`config.mk`:
```
export PLATFORM = sky130hd
export DESIGN_NAME = seq_div_24_12
export DESIGN_NICKNAME = d
export VERILOG_FILES = /design/src/rtl/seq_div_24_12.sv
export SDC_FILE = /design/constraint.sdc
export NUM_CORES = 1
export LEC_CHECK = 0
export ABC_AREA = 1
export BUFFER_PORTS_ARGS = -buffer_cell sky130_fd_sc_hd__buf_2
export CORE_UTILIZATION = 38
export DETAILED_ROUTE_END_ITERATION = 10
export PLACE_DENSITY = 0.58
export SETUP_SLACK_MARGIN = 0.1
export SKIP_LAST_GASP = 1
export SLEW_MARGIN = 10
export SYNTH_ARGS = -nofsm -noshare
export SYNTH_HDL_FRONTEND = slang
export SYNTH_SLANG_ARGS = --single-unit
```
`constraint.sdc`:
```
create_clock -name clk -period 4.27 [get_ports clk]
set_input_delay 1.281 -clock clk [delete_from_list [all_inputs] [get_ports clk]]
set_output_delay 1.281 -clock clk [all_outputs]
set_load 0.05 [all_outputs]
```
`src/rtl/seq_div_24_12.sv`:
```
// Iterative restoring divider: 2N-bit dividend / N-bit divisor, one quotient bit per clock.
// Optional ovf output (quotient exceeds N bits) is enabled by defining SEQ_DIV_OVF_EN.
module seq_div_24_12 #(
  parameter int unsigned N = 12
) (
  input  logic           clk,
  input  logic           rst,
  input  logic           start,
  input  logic [2*N-1:0] dividend,
  input  logic [N-1:0]   divisor,
  output logic           busy,
  output logic           done,
  output logic [2*N-1:0] quotient,
  output logic [N-1:0]   remainder,
  output logic           dbz
`ifdef SEQ_DIV_OVF_EN
  ,
  output logic           ovf
`endif
);

  localparam int unsigned W  = 2 * N;
  localparam int unsigned CW = $clog2(W);

  typedef enum logic [1:0] {IDLE, CALC, DONE} state_t;

  state_t          state, state_next;
  logic [W-1:0]    q;
  logic [N-1:0]    dvs;
  logic [N-1:0]    r;
  logic [CW-1:0]   cnt;
  logic            dbz_r;

  logic            load;
  logic            zero_div;
  logic            fits;
  logic [N:0]      shifted;
  logic [N-1:0]    r_next;
  logic            busy_next;
  logic            done_next;

  always_ff @(posedge clk) begin
    if (rst) state <= IDLE;
    else     state <= state_next;
  end

  // Next state, control strobes and one restoring step on the current partial remainder.
  always_comb begin
    state_next = state;
    load       = 1'b0;
    zero_div   = 1'b0;
    shifted    = {r, q[W-1]};
    fits       = shifted >= {1'b0, dvs};
    r_next     = fits ? N'(shifted - {1'b0, dvs}) : shifted[N-1:0];
    case (state)
      IDLE: begin
        if (start) begin
          load       = 1'b1;
          state_next = CALC;
        end
      end
      CALC: begin
        // A zero divisor is caught on the captured operand in the first CALC cycle.
        if (cnt == '0 && dvs == '0) begin
          zero_div   = 1'b1;
          state_next = DONE;
        end else if (cnt == CW'(W - 1)) begin
          state_next = DONE;
        end
      end
      DONE:    state_next = IDLE;
      default: state_next = IDLE;
    endcase
    busy_next = (state_next != IDLE) || (state == DONE);
    done_next = (state == DONE);
  end

  // Datapath and registered outputs.
  always_ff @(posedge clk) begin
    if (rst) begin
      q         <= '0;
      dvs       <= '0;
      r         <= '0;
      cnt       <= '0;
      dbz_r     <= 1'b0;
      busy      <= 1'b0;
      done      <= 1'b0;
      quotient  <= '0;
      remainder <= '0;
      dbz       <= 1'b0;
`ifdef SEQ_DIV_OVF_EN
      ovf       <= 1'b0;
`endif
    end else begin
      busy <= busy_next;
      done <= done_next;
      if (load) begin
        q     <= dividend;
        dvs   <= divisor;
        r     <= '0;
        cnt   <= '0;
        dbz_r <= 1'b0;
      end else if (state == CALC) begin
        if (zero_div) begin
          q     <= '1;
          r     <= q[N-1:0];
          dbz_r <= 1'b1;
        end else begin
          q   <= {q[W-2:0], fits};
          r   <= r_next;
          cnt <= cnt + CW'(1);
        end
      end
      if (state == DONE) begin
        quotient  <= q;
        remainder <= r;
        dbz       <= dbz_r;
`ifdef SEQ_DIV_OVF_EN
        ovf       <= !dbz_r && (q[W-1:N] != '0);
`endif
      end
    end
  end

endmodule
```
==> results.md <==
- First-pass GRT wire length: 20110 um
- # IOs: around 80
- CTS sink cnt: 95
- Routed vias: 4191
- Worst-Margin Slew: between 800 and 900 ps
- H-tree level count: 3
- Routed Antenna Nets: 0
- Worst slew margin: 0.4062
- Hpwl dp: 8867 um
- Setup bufs post-CTS: 0
- Post-synth EDFFs: 0
- Period utilization: 0.5781
- Status: finished with violations
- Core ar.: 0.01156 mm^2
- Max Freq: slightly above 400 MHz
- Yosys warns: 0
- Worst hold path type: flop to flop
- Vias in the first global route: ~4.0k
- Startpoint Class: primary input
- Clk_lat worst skew: between 300 and 400 ps
- Final std cells w/o fill: between 800 and 900
- Max-Cap Viols: 0
- Final Hold Vio Count: 0
- Slew Viols, Final: 0
- Peak supply drop: 0.0002121 V
- Die width: between 100 and 150 um
- Inserted Clock Buffers: 9
- Nets: between 700 and 800
- Routability congestion estimate: 0.8890
- Die Footprint: approximately 0.012 mm^2
- Worst path required time: around 4500 ps
- Cells after DPL: slightly above 800
- Synth Cell Area: 0.004564 mm^2
- Worst Slack Setup Final: approximately 1800 ps
- WP data arrival: about 2700 ps
- DIE HEIGHT: 111.6 um
- Initial Utilization: 0.3947
- Fill cells: 1189
- Port buffer count: slightly below 80
- Via density: between 5 and 6
- Static Leakage: ~2.6 nW
- Cells after Synth: 625
- Avg WL per Cell: approximately 15 um
- Cts hold-fix bufs: 0
- Layout cells sized above 1: 0.1983
- Drt first pass iters: 7
- Root buf cell: clkbuf_16
- Power Total: 2.838 mW
- Flip-flop and latch count after synthesis: 95
- Clk slew on worst S/H paths: about 60 ps
- Clk buf depth: 2
- DRC: 2
- Async SR Flop Fraction: 0
- Num rows: 39
- Cell variety after synth: 33
- TritonCTS clock tree: done
- Clock skew: between 8 and 9 ps
- Failing checks: DRC
- WL final: between 10000 and 15000 um
- Total GRT Usage: 0.2027
- Critical path fanouts, max: roughly 50
- Fin Setup TNS: 0 ps
- # setup viols final: 0
- Crit. End Element: flop
- RSZ-0062 raised after global routing: false
- Initial antenna violation count: 0
- Final min period: about 2500 ps
- Top FF cell, synth: dfxtp_1
- Post-CTS sizing: 0
- Worst Path Class, Setup: primary input to flop
- Pre-CTS WS: between 1000 and 1500 ps
- Pin count of the biggest net entering global routing: 74
- Initial detailed-routing violation count: about 190
- Antenna Cells: 0
- Area added between synthesis and finish: 17.08%
- Power density over the cells: 531.1 mW/mm^2
- Syn_area_per_cell: 7.303 um^2
- GRT overflow: 0
- Seq/Total Area, Yosys: 0.4167
- Mapped Nets: approximately 680
[cell usage in the layout, fill, tap and decap left out, types with 3 or more instances in the layout]
| cell type | netlist | layout |
|---|---|---|
| o21ai_0 | 80 | 80 |
| nand4_1 | 10 | 10 |
| o22ai_1 | 23 | 23 |
| nor2_4 | 4 | 4 |
| nand2_1 | 76 | 76 |
| dfxtp_1 | 95 | 95 |
| inv_1 | 56 | 56 |
| clkbuf_16 | 0 | 9 |
| a22oi_1 | 6 | 6 |
| inv_2 | 16 | 16 |
| buf_4 | 0 | 3 |
| a21oi_1 | 70 | 70 |
| nor2_1 | 75 | 74 |
| xnor2_1 | 3 | 3 |
| nand3_1 | 36 | 36 |
| nand2_2 | 7 | 7 |
| nor2_2 | 6 | 7 |
| buf_2 | 5 | 77 |
| ha_1 | 14 | 14 |
[metrics by stage]
| stage | instance area [um^2] | util | hold WS [ps] |
|---|---|---|---|
| finish | 5344 | 0.4621 | 480.6 |
| global route | 5344 | 0.4621 | 500.1 |
| CTS | 5344 | 0.4621 | 484.3 |
| detailed placement | 5012 | 0.4334 | 467.5 |
| global placement | 5012 | 0.4334 | 457.0 |
| floorplan | 4564 | - | 429.7 |
[critical path, cell delays in order]
cell and delay, ps:
buf_2 90, nand3_2 340, inv_2 150, nor2_1 70
inv_2 490, o21ai_0 160, a21oi_1 140
[power breakdown]
group / switching (mW) / internal, mW / total, mW
logic: 0.620 / 0.307 / 0.928
registers: 0.0687 / 0.966 / 1.03
clock network: 0.331 / 0.545 / 0.876
[cells by family after synthesis]
logic type,share of synthesized area
DFF,0.4167
adders and majority gates,0.04276
xor gates and xnor gates,0.009596
and+or+nand+nor,0.2264
buffers and inverters,0.09101
AOI/OAI and AO/OA,0.2135
[registers in the layout, summed over array words and instances (netlist names), 2 cells and up]
signal and flops:
r 12, state 2, quotient 24, q 24
cnt 5, dvs 12, remainder 12
[layout make-up]
class                   count  area, um^2  share of cell area
inverters                  73       274.0             0.05128
well taps                 143       178.9             0.03348
flip-flops and latches     95        1902              0.3559
repair buffers             80       407.9             0.07633
clock inverters             5       78.83             0.01475
multi-input cells         427        2250              0.4210
clock buffers              11       252.7             0.04730
[synthesized netlist by cell type (4+ instances only)]
| library cell | count | area, um^2 |
|---|---|---|
| clkbuf_1 | 21 | 78.83 |
| dfxtp_1 | 95 | 1902 |
| nor2_2 | 6 | 37.54 |
| nand2_2 | 7 | 43.79 |
| buf_2 | 5 | 25.02 |
| nand4_1 | 10 | 62.56 |
| o21ai_0 | 80 | 400.4 |
| inv_2 | 16 | 60.06 |
| o22ai_1 | 23 | 143.9 |
| a22oi_1 | 6 | 45.04 |
| ha_1 | 14 | 175.2 |
| nand3_1 | 36 | 180.2 |
| nand2_1 | 76 | 285.3 |
| a21oi_1 | 70 | 350.3 |
| nor2_1 | 75 | 281.5 |
| inv_1 | 56 | 210.2 |
| nor2_4 | 4 | 45.04 |
[metal layers]
metal / vias up / global-route usage / routed length [um]
li1: 2203 / - / -
met1: 1900 / 0.2615 / 5737
met2: 76 / 0.3429 / 5804
met3: 12 / 0.03048 / 413
met4: 0 / 0.07477 / 170
met5: - / 0 / 0
[final timing paths]
check,from,cells past startpoint,slack [ps],endpoint
worst min register to register,dvs[7],2,480,dvs[7]
worst max-delay path,start,7,1800,q[23]
worst max register to register,r[3],11,2080,q[0]
worst min-delay path,dvs[7],2,480,dvs[7]
Note: power is estimated with default switching activity, not from simulation.
